===== config.mk =====
export PLATFORM = sky130hd
export DESIGN_NAME = spi_slave_rx
export DESIGN_NICKNAME = d
export VERILOG_FILES = /design/src/rtl/spi_pkg.sv /design/src/rtl/spi_sync_edge.sv /design/src/rtl/spi_slave_rx.sv
export SDC_FILE = /design/constraint.sdc
export NUM_CORES = 1
export LEC_CHECK = 0
export BUFFER_PORTS_ARGS = -buffer_cell sky130_fd_sc_hd__buf_2
export CORE_MARGIN = 4
export CORE_UTILIZATION = 35
export DETAILED_ROUTE_END_ITERATION = 8
export GPL_TIMING_DRIVEN = 0
export PLACE_DENSITY = 0.55
export SYNTH_ARGS = -nofsm -noshare
export SYNTH_HDL_FRONTEND = slang
export SYNTH_HIERARCHICAL = 1
export SYNTH_SLANG_ARGS = --single-unit

===== constraint.sdc =====
create_clock -name clk -period 1.4 [get_ports clk]
set_input_delay 0 -clock clk [delete_from_list [all_inputs] [get_ports clk]]
set_output_delay 0 -clock clk [all_outputs]
set_load 0.005 [all_outputs]

===== src/rtl/spi_pkg.sv =====
// Shared SPI definitions: FSM encoding, default widths
// and the CPOL/CPHA mode constants used by master and slave.
package spi_pkg;

  typedef enum logic {
    IDLE  = 1'b0,
    SHIFT = 1'b1
  } spi_state_t;

  localparam int DATA_W_DEF      = 8;
  localparam int SYNC_STAGES_DEF = 2;

  localparam logic CPOL = 1'b0;
  localparam logic CPHA = 1'b0;

endpackage


===== src/rtl/spi_sync_edge.sv =====
// Multi-flop pin synchroniser with one extra history flop
// that turns the synced level into rise/fall strobes.
module spi_sync_edge #(
  parameter int   STAGES  = 2,
  parameter logic RST_VAL = 1'b0
) (
  input  logic clk,
  input  logic rst,
  input  logic i_pin,
  output logic o_level,
  output logic o_rise,
  output logic o_fall
);

  logic [STAGES-1:0] r_sync;
  logic              r_prev;

  always_ff @(posedge clk or negedge rst) begin
    if (!rst) begin
      r_sync <= {STAGES{RST_VAL}};
      r_prev <= RST_VAL;
    end else begin
      r_sync <= {r_sync[STAGES-2:0], i_pin};
      r_prev <= r_sync[STAGES-1];
    end
  end

  assign o_level = r_sync[STAGES-1];
  assign o_rise  = r_sync[STAGES-1] & ~r_prev;
  assign o_fall  = ~r_sync[STAGES-1] & r_prev;

endmodule


===== src/rtl/spi_slave_rx.sv =====
// Mode-0 SPI slave: oversampled pins, MSB-first RX
// deserialiser and TX serialiser, truncated-frame flag.
module spi_slave_rx
  import spi_pkg::*;
#(
  parameter int DATA_W      = DATA_W_DEF,
  parameter int SYNC_STAGES = SYNC_STAGES_DEF
) (
  input  logic              clk,
  input  logic              rst,
  input  logic              sclk,
  input  logic              cs,
  input  logic              MOSI,
  output logic              MISO,
  input  logic [DATA_W-1:0] tx_data,
  output logic [DATA_W-1:0] rx_data,
  output logic              rx_valid,
  output logic              busy,
  output logic              frame_err
);

  localparam int CNT_W = $clog2(DATA_W);
  localparam logic [CNT_W-1:0] LAST = CNT_W'(DATA_W-1);

  spi_state_t r_state, w_state_n;

  logic [CNT_W-1:0]  r_bit_cnt;
  logic [DATA_W-1:0] r_rx_shift;
  logic [DATA_W-1:0] r_tx_shift;

  logic w_sclk_lvl, w_sclk_rise, w_sclk_fall;
  logic w_cs_lvl, w_cs_rise, w_cs_fall;
  logic w_mosi, w_mosi_rise, w_mosi_fall;
  logic w_unused_edges;

  logic w_start, w_stop, w_rise, w_fall;
  logic [DATA_W-1:0] w_rx_next;

  spi_sync_edge #(
    .STAGES (SYNC_STAGES),
    .RST_VAL(CPOL)
  ) u_sync_sclk (
    .clk    (clk),
    .rst    (rst),
    .i_pin  (sclk),
    .o_level(w_sclk_lvl),
    .o_rise (w_sclk_rise),
    .o_fall (w_sclk_fall)
  );

  spi_sync_edge #(
    .STAGES (SYNC_STAGES),
    .RST_VAL(1'b1)
  ) u_sync_cs (
    .clk    (clk),
    .rst    (rst),
    .i_pin  (cs),
    .o_level(w_cs_lvl),
    .o_rise (w_cs_rise),
    .o_fall (w_cs_fall)
  );

  spi_sync_edge #(
    .STAGES (SYNC_STAGES),
    .RST_VAL(1'b0)
  ) u_sync_mosi (
    .clk    (clk),
    .rst    (rst),
    .i_pin  (MOSI),
    .o_level(w_mosi),
    .o_rise (w_mosi_rise),
    .o_fall (w_mosi_fall)
  );

  assign w_unused_edges = w_mosi_rise ^ w_mosi_fall
                        ^ w_sclk_lvl ^ w_cs_lvl;

  // cs deassertion wins over an sclk edge seen in the same cycle
  assign w_start = (r_state == IDLE)  & w_cs_fall;
  assign w_stop  = (r_state == SHIFT) & w_cs_rise;
  assign w_rise  = (r_state == SHIFT) & ~w_cs_rise & w_sclk_rise;
  assign w_fall  = (r_state == SHIFT) & ~w_cs_rise & w_sclk_fall;

  assign w_rx_next = {r_rx_shift[DATA_W-2:0], w_mosi};

  always_ff @(posedge clk or negedge rst) begin
    if (!rst) r_state <= IDLE;
    else      r_state <= w_state_n;
  end

  always_comb begin
    w_state_n = r_state;
    unique case (r_state)
      IDLE:    if (w_cs_fall) w_state_n = SHIFT;
      SHIFT:   if (w_cs_rise) w_state_n = IDLE;
      default: w_state_n = IDLE;
    endcase
  end

  always_ff @(posedge clk or negedge rst) begin
    if (!rst) begin
      MISO       <= 1'b0;
      rx_data    <= '0;
      rx_valid   <= 1'b0;
      frame_err  <= 1'b0;
      r_bit_cnt  <= '0;
      r_rx_shift <= '0;
      r_tx_shift <= '0;
    end else begin
      rx_valid  <= 1'b0;
      frame_err <= 1'b0;
      unique case (1'b1)
        w_start: begin
          r_tx_shift <= tx_data;
          MISO       <= tx_data[DATA_W-1];
          r_bit_cnt  <= '0;
          r_rx_shift <= '0;
        end
        w_stop: begin
          MISO <= 1'b0;
          if (r_bit_cnt != '0) frame_err <= 1'b1;
        end
        w_rise: begin
          r_rx_shift <= w_rx_next;
          if (r_bit_cnt == LAST) begin
            rx_data    <= w_rx_next;
            rx_valid   <= 1'b1;
            r_bit_cnt  <= '0;
            r_tx_shift <= tx_data;
          end else begin
            r_bit_cnt  <= r_bit_cnt + 1'b1;
            r_tx_shift <= {r_tx_shift[DATA_W-2:0], 1'b0};
          end
        end
        w_fall: MISO <= r_tx_shift[DATA_W-1];
        default: ;
      endcase
    end
  end

  assign busy = (r_state == SHIFT);

endmodule


# Word-level counts from Yosys, hierarchy flattened
# Cells that the tools add are included.
word_totals:
  regBits: 38
op_classes:
  addsub: 1
  bitwise: 15
  n_reduce_logical: 4
  eq_ne: 1
  n_mux: 13
ops:
  columns: ["cell", "n"]
  rows:
  - ["8-bit one-hot mux with 2 select lines", 1]
  - ["7-bit one-hot mux with 2 select lines", 1]
  - ["1-bit bitwise AND", 9]
  - ["8-bit two-way mux", 1]
  - ["1-bit two-way mux", 6]
  - ["1-bit NOT", 6]
  - ["3-bit one-hot mux with 2 select lines", 1]
  - ["3-bit nonzero test", 2]
  - ["3-bit by 1-bit adder with 3-bit output, second input constant", 1]
  - ["3-bit equality test, second input constant", 1]
  - ["3-bit two-way mux", 1]
  - ["1-bit one-hot mux with 3 select lines", 1]
  - ["1-bit one-hot mux with 2 select lines", 1]
  - ["2-bit AND reduction", 1]
  - ["2-bit nonzero test", 1]

# Depth between registers and ports, before layout
# Gate-level depths: netlist of run 1.
depth:
  depth_word: 6
  depth_mapped: 6
  depth_no_buf: 5

# Hierarchy
# The synthesis of run 1 kept the hierarchy.
modules_own_cells:
  columns: ["mod", "seq_area_each_um2", "n_inst", "area_each_um2", "cells_per_inst"]
  rows:
  - ["spi_slave_rx", 750.7, 1, 1295.0, 110]
  - ["spi_sync_edge (u_sync_mosi ...)", 75.1, 2, 90.1, 5]
  - ["spi_sync_edge (u_sync_cs)", 78.8, 1, 93.8, 5]

# Least setup slack after synthesis of run 1
# Ideal clock, no wire load.
synth_timing:
  path_kind: "register to register"
  start: "register r_bit_cnt[0]"
  end: "register rx_data[0]"
  arrival_time_ns: 1.325
  setup_time_ns: 0.125
  synth_period_minus_slack_ns: 1.450
  stages_incl_launch_ff: 5
  slack_ns: -0.050
  path_cell_list: "dfrtp_1 -> ha_1 -> ha_1 -> nand4b_2 -> mux2_2"
synth_via:
  elab_chain_len: 2
synth_rtl:
  columns: ["element", "line", "source"]
  rows:
  - ["start, declared", "spi_slave_rx.sv:27", "logic [CNT_W-1:0] r_bit_cnt;"]
  - ["start signal, assigned", "spi_slave_rx.sv:131", "r_bit_cnt <= r_bit_cnt + 1'b1;"]
  - ["3-bit equality test", "spi_slave_rx.sv:125", "if (r_bit_cnt == LAST) begin"]
  - ["2-bit AND reduction (no line)", null, null]
  - ["end signal, assigned", "spi_slave_rx.sv:126", "rx_data <= w_rx_next;"]
  - ["end, declared", "spi_slave_rx.sv:16", "output logic [DATA_W-1:0] rx_data,"]
# Every way passes these cells.
# A chain may end at the register's enable or synchronous reset.

# Worst setup path after layout of run 1
layout_timing:
  start: "register u_sync_cs.r_prev"
  end: "register r_tx_shift[6]"
layout_via:
  word_cells_on_any_way: 9
  cone_classes: "mux: 1; bitwise: 7; reduce/logical: 1"
layout_rtl:
  columns: ["element", "line", "source"]
  rows:
  - ["start, declared", "spi_sync_edge.sv:16", "logic r_prev;"]
  - ["start signal, assigned", "spi_sync_edge.sv:24", "r_prev <= r_sync[STAGES-1];"]
  - ["1-bit bitwise AND *", "spi_sync_edge.sv:30", "assign o_fall = ~r_sync[STAGES-1] & r_prev;"]
  - ["named net w_cs_fall", "spi_slave_rx.sv:32", "logic w_cs_lvl, w_cs_rise, w_cs_fall;"]
  - ["1-bit bitwise AND *", "spi_slave_rx.sv:79", "assign w_start = (r_state == IDLE) & w_cs_fall;"]
  - ["8-bit one-hot mux with 2 select lines or 2-bit nonzero test (tied branches)", null, null]
  - ["end signal, assigned", "spi_slave_rx.sv:114", "r_tx_shift <= tx_data;"]
  - ["end signal, assigned", "spi_slave_rx.sv:129", "r_tx_shift <= tx_data;"]
  - ["end signal, assigned", "spi_slave_rx.sv:132", "r_tx_shift <= {r_tx_shift[DATA_W-2:0], 1'b0};"]
  - ["end, declared", "spi_slave_rx.sv:29", "logic [DATA_W-1:0] r_tx_shift;"]
# Mark *: on every way through the listed nets, which the timed path passes. The rest lies on a longest branch.

==> impl_metrics.yaml, run 1 <==
run_status:
  status: "finished, violations left"
  failed_checks: "setup timing"
timing:
  hold_viol: 0
  drv_slew: 0
  worst_slew_pin_slew_ns: 0.836
  period_needed_ns: 1.48
  whs_ns: 0.354
  setup_tns_ns: -0.461
  finalCritPeriodShare: 1.06
  slew_headroom: 0.443
  setup_ws_ns: -0.0805
  setup_violations: 7
  fmax_mhz: 675
  rsz0062_at_grt: "true"
  fin_worst_skew_ns: 0.00697
floorplan:
  ios: 25
  die_area_um2: 5490
  start_util: 0.372
  dieHeight_um: 74.1
  core_um2: 4120
  row_count: 23
  die_w_um: 74.1
job:
  maxCapViolCount: 0
grt:
  grt_pass1_vias: 1134
  grtUsageMet2: 0.205
  antenna_found_initial: 0
  top_usage_layer: "met2"
  use_met3: 0.0446
  grt.overflow.total: 0
  grt_max_degree: 39
  grt_pass1_wl_um: 5300
  track_usage: 0.128
  grt_use_met1: 0.167
clock_network:
  root_buffer: "clkbuf_8"
  clock_latency_ns: 0.28
  cts_buffer_depth: 2
  h-tree-depth: 2
  cts.clk_slew.worst_paths_ns: 0.07
  numClockSinks: 38
  cts_buffers: 5
  cts_tree: "built"
final_layout:
  layout_commonest_cell: "dfrtp_1"
  final_area_um2: 2180
  n_antenna_cell: 0
  final_cell_mix: "dfrtp_1, buf_2, nand2_1, dlygate4sd3_1, nand3_2"
  final_nets: 191
  area_growth_pct: 42.4
  drive_above_1_share: 0.434
placed_design:
  place_ws_ns: -0.167
  placed_area_um2: 1750
  finalWeightedCongestion: 0.717
  numPortBuffers: 24
  dp_hpwl_um: 1880
routing:
  vias: 1066
  drt_iter0_drc: 39
  postRouteAntennaNets: 0
  vias_per_cell: 4.74
  drt-pass1-iter-count: 4
  route.detailed.drc: 0
  drt-total-wl_um: 3180
  wl_per_cell_um: 14.1
synth:
  yosysWarnings: 6
  postSynthNetCount: 139
  synth_cells: 122
  avgSynthCellArea_um2: 12.5
  syn-cell-area_um2: 1530
critical_path:
  required_ns: 1.57
  critPathKind: "flip-flop to flip-flop"
  cp-end-kind: "flip-flop"
  critPathMaxFanout: 5
  crit_arrival_ns: 1.65
  start_kind: "flip-flop"
power:
  ir_drop_mv: 0.584
  p_leak_uw: 0.00120
  power_density_nw_per_um2: 1170
worst_hold_path:
  hp-class: "flip-flop to flip-flop"
state kept, by name, summed over array words and instances, names as in the netlist, 2 cells and up:
name                cells
r_tx_shift              8
rx_data                 8
r_rx_shift              7
r_bit_cnt               3
u_sync_cs/r_sync        2
u_sync_mosi/r_sync      2
u_sync_sclk/r_sync      2
worst paths after layout:
kind                            cells after the start                     to                   from  slack, ns
worst max-delay path                                5          r_tx_shift[6]       u_sync_cs/r_prev      -0.08
worst min register to register                      0  u_sync_sclk/r_sync[1]  u_sync_sclk/r_sync[0]       0.35
worst max register to register                      5          r_tx_shift[6]       u_sync_cs/r_prev      -0.08
max in group asynchronous                           2                   busy                    rst       0.45
worst min-delay path                                0  u_sync_sclk/r_sync[1]  u_sync_sclk/r_sync[0]       0.35
min in group asynchronous                           2          r_tx_shift[5]                    rst       0.36
final cells by class:
class                      instances  area, um^2
clock buffer                       7        86.3
fill                             345        1940
multi-input combinational         75         673
clock inverter                     1        5.00
tap                               50        62.6
sequential                        38         956
timing repair buffer              45         327
buffer                             4        48.8
inverter                           5        18.8
stage by stage:
step	util	instances	power, uW
floorplan	-	122	1560
global placement	0.425	196	1670
detailed placement	0.425	196	1700
CTS	0.504	221	2550
global route	0.529	225	2700
finish	0.529	225	2560
power by group:
group | internal [uW] | switching, uW
clock | 397 | 358
sequential | 1240 | 111
combinational | 263 | 192
total | 1900 | 661
per-layer routing:
metal	routed length, um	share of wire	up-vias
met5	0	0	-
met4	30	0.0094	0
met3	120	0.038	3
met2	1480	0.46	19
met1	1550	0.49	515
li1	-	-	529
timing repair:
action,4_1_cts,5_1_grt
hold endpoints to repair,46,0
setup buffers,4,2
hold buffers,12,0
gates cloned,2,2
pin swaps,1,10
resized for setup,16,12
endpoints found under the setup margin,27,26
critical path, stage by stage, from the launching register on:
cell	delay, ns
dfstp_2	0.55
and2b_2	0.18
nand2b_4	0.08
buf_6	0.13
and3_1	0.16
a221o_1	0.27
Note: power is estimated with default switching activity, not from simulation.
==> inputs of run 2 (changes only) <==
--- a/config.mk
+++ b/config.mk
@@ -10,7 +10,7 @@
 export CORE_UTILIZATION = 35
 export DETAILED_ROUTE_END_ITERATION = 8
 export GPL_TIMING_DRIVEN = 0
-export PLACE_DENSITY = 0.55
+export PLACE_DENSITY = 0.53
 export SYNTH_ARGS = -nofsm -noshare
 export SYNTH_HDL_FRONTEND = slang
 export SYNTH_HIERARCHICAL = 1
==> constraint.sdc (replaced) <==
create_clock -name clk -period 1.9 [get_ports clk]
set_input_delay 0 -clock clk [delete_from_list [all_inputs] [get_ports clk]]
set_output_delay 0 -clock clk [all_outputs]
set_load 0.005 [all_outputs]
==> run 2 against run 1 <==
The run now ends clean; critical path depth down 1; power down 30%; first-iteration DRC count down 2.6%; cell count down 4.0%; critical endpoint is now r_tx_shift[2]; highest routed layer unchanged; clock power down 25%; hold slack worse by 0.0015 ns; wire length down 9.5%.
==> impl_metrics.yaml, run 2 (synthesis results as in run 1) <==
job:
  maxCapViolCount: 0
power:
  pwr-share-clk: 0.314
  total_power_uw: 1800
  p_int_uw: 1340
  ir_drop_mv: 0.409
  p_leak_uw: 0.00104
  p_seq_frac: 0.541
  netSwitchingFraction: 0.255
  p_comb_frac: 0.145
  switchingPower_uw: 459
  power_density_nw_per_um2: 935
placed_design:
  numPortBuffers: 24
  finalWeightedCongestion: 0.678
  placed_area_um2: 1710
  dp_hpwl_um: 1830
timing:
  period_needed_ns: 1.67
  hold_viol: 0
  fmax_mhz: 600
  setup_violations: 0
  setup_tns_ns: 0
  fin_worst_skew_ns: 0.00428
  finalCritPeriodShare: 0.877
  drv_slew: 0
  worst_slew_pin_slew_ns: 0.816
  slew_headroom: 0.456
  rsz0062_at_grt: "false"
grt:
  grt_pass1_wl_um: 4990
  track_usage: 0.120
  antenna_found_initial: 0
  grt.overflow.total: 0
  grt_pass1_vias: 1107
  grt_max_degree: 39
worst_hold_path:
  hp-class: "input port to asynchronous set/reset pin"
critical_path:
  critPathSlowestCell: "dfstp_2"
  critPathMaxFanout: 7
  rr_startpoint: "u_sync_cs/r_sync[1]"
  cp-end-kind: "flip-flop"
  crit_arrival_ns: 1.83
  path_depth: 4
  r2r_slack_ns: 0.23
  max_stage_delay_ns: 0.54
  worstPathCellList: "nor2b_1 > nand3b_2 > o21ai_1 > a221o_1"
  crit_path_end: "r_tx_shift[2]"
  crit_start: "u_sync_cs/r_sync[1]"
  reg2reg_depth: 4
  critPathTopFamily: "compound AO/OA/AOI/OAI gates"
  start_kind: "flip-flop"
  critPathKind: "flip-flop to flip-flop"
  worst-path-buf-inv: 0
  reg2reg_to: "r_tx_shift[2]"
  required_ns: 2.07
routing:
  vias_per_cell: 4.87
  drt-pass1-iter-count: 4
  postRouteAntennaNets: 0
  route.detailed.drc: 0
  drt_iter0_drc: 38
  wl_per_cell_um: 13.3
  vias: 1052
  drt-total-wl_um: 2880
final_layout:
  area_growth_pct: 26.0
  multiInputGateArea_um2: 519
  fin_util: 0.468
  fillers: 397
  top_regs: "r_tx_shift: 8 flops, rx_data: 8 flops, r_rx_shift: 7 flops"
  final_area_um2: 1930
  n_antenna_cell: 0
  regArea_um2: 955
  final_nets: 182
  layout_commonest_cell: "dfrtp_1"
  drive_above_1_share: 0.307
  final_cell_mix: "dfrtp_1, buf_2, nand2_1, dlygate4sd3_1, nand3_1"
clock_network:
  cts_tree: "built"
  cts_buffer_depth: 2
  cts_buffers: 5
  post_cts_buffers: 0
  clock_latency_ns: 0.28
  numClockSinks: 38
  h-tree-depth: 2
  cts.clk_slew.worst_paths_ns: 0.07
  root_buffer: "clkbuf_8"
  hold_buffers: 12
  cts_resized: 0
floorplan:
  row_count: 23
  die_w_um: 74.1
  dieHeight_um: 74.1
  start_util: 0.372
  core_um2: 4120
  die_area_um2: 5490
  ios: 25
run_status:
  status: "finished clean"
## run 2: power by group through the flow
stage	clock network (uW)	registers (uW)	logic (uW)
after floorplan	0	973	168
after global placement	0	986	234
after detailed placement	0	988	244
after CTS	593	975	267
after global routing	618	988	291
final	566	976	261
## run 2: worst min path at each step
stage | startpoint | end | slack (ns) | depth (start not counted)
floorplan | rst | MISO | -0.30 | 0
global placement | cs | u_sync_cs/r_sync[0] | 0.11 | 1
detailed placement | cs | u_sync_cs/r_sync[0] | 0.11 | 1
CTS | MOSI | u_sync_mosi/r_sync[0] | 0.34 | 2
global route | u_sync_cs/r_sync[0] | u_sync_cs/r_sync[1] | 0.36 | 0
finish | rst | r_tx_shift[4] | 0.35 | 2
## run 2: layout make-up
type	count	share of cell area
Sequential cell	38	0.495
Timing Repair Buffer	36	0.125
Buffer	5	0.0188
Tap cell	50	0.0325
Inverter	5	0.00974
Clock inverter	2	0.00649
Clock buffer	6	0.0429
Multi-Input combinational cell	74	0.269
## run 2: per-stage QoR
stage	worst slack, ns	instances	hold WS, ns
floorplan	0.450	122	-0.296
global route	0.139	216	0.360
CTS	0.224	216	0.339
global placement	0.292	196	0.105
detailed placement	0.267	196	0.108
finish	0.233	216	0.352
## run 2: routing by layer
layer | wire [um] | vias up | global-route usage
met5 | 0 | - | 0
met4 | 34 | 0 | 0.0483
met3 | 183 | 4 | 0.0432
met1 | 1290 | 510 | 0.144
met2 | 1370 | 29 | 0.196
li1 | - | 509 | -
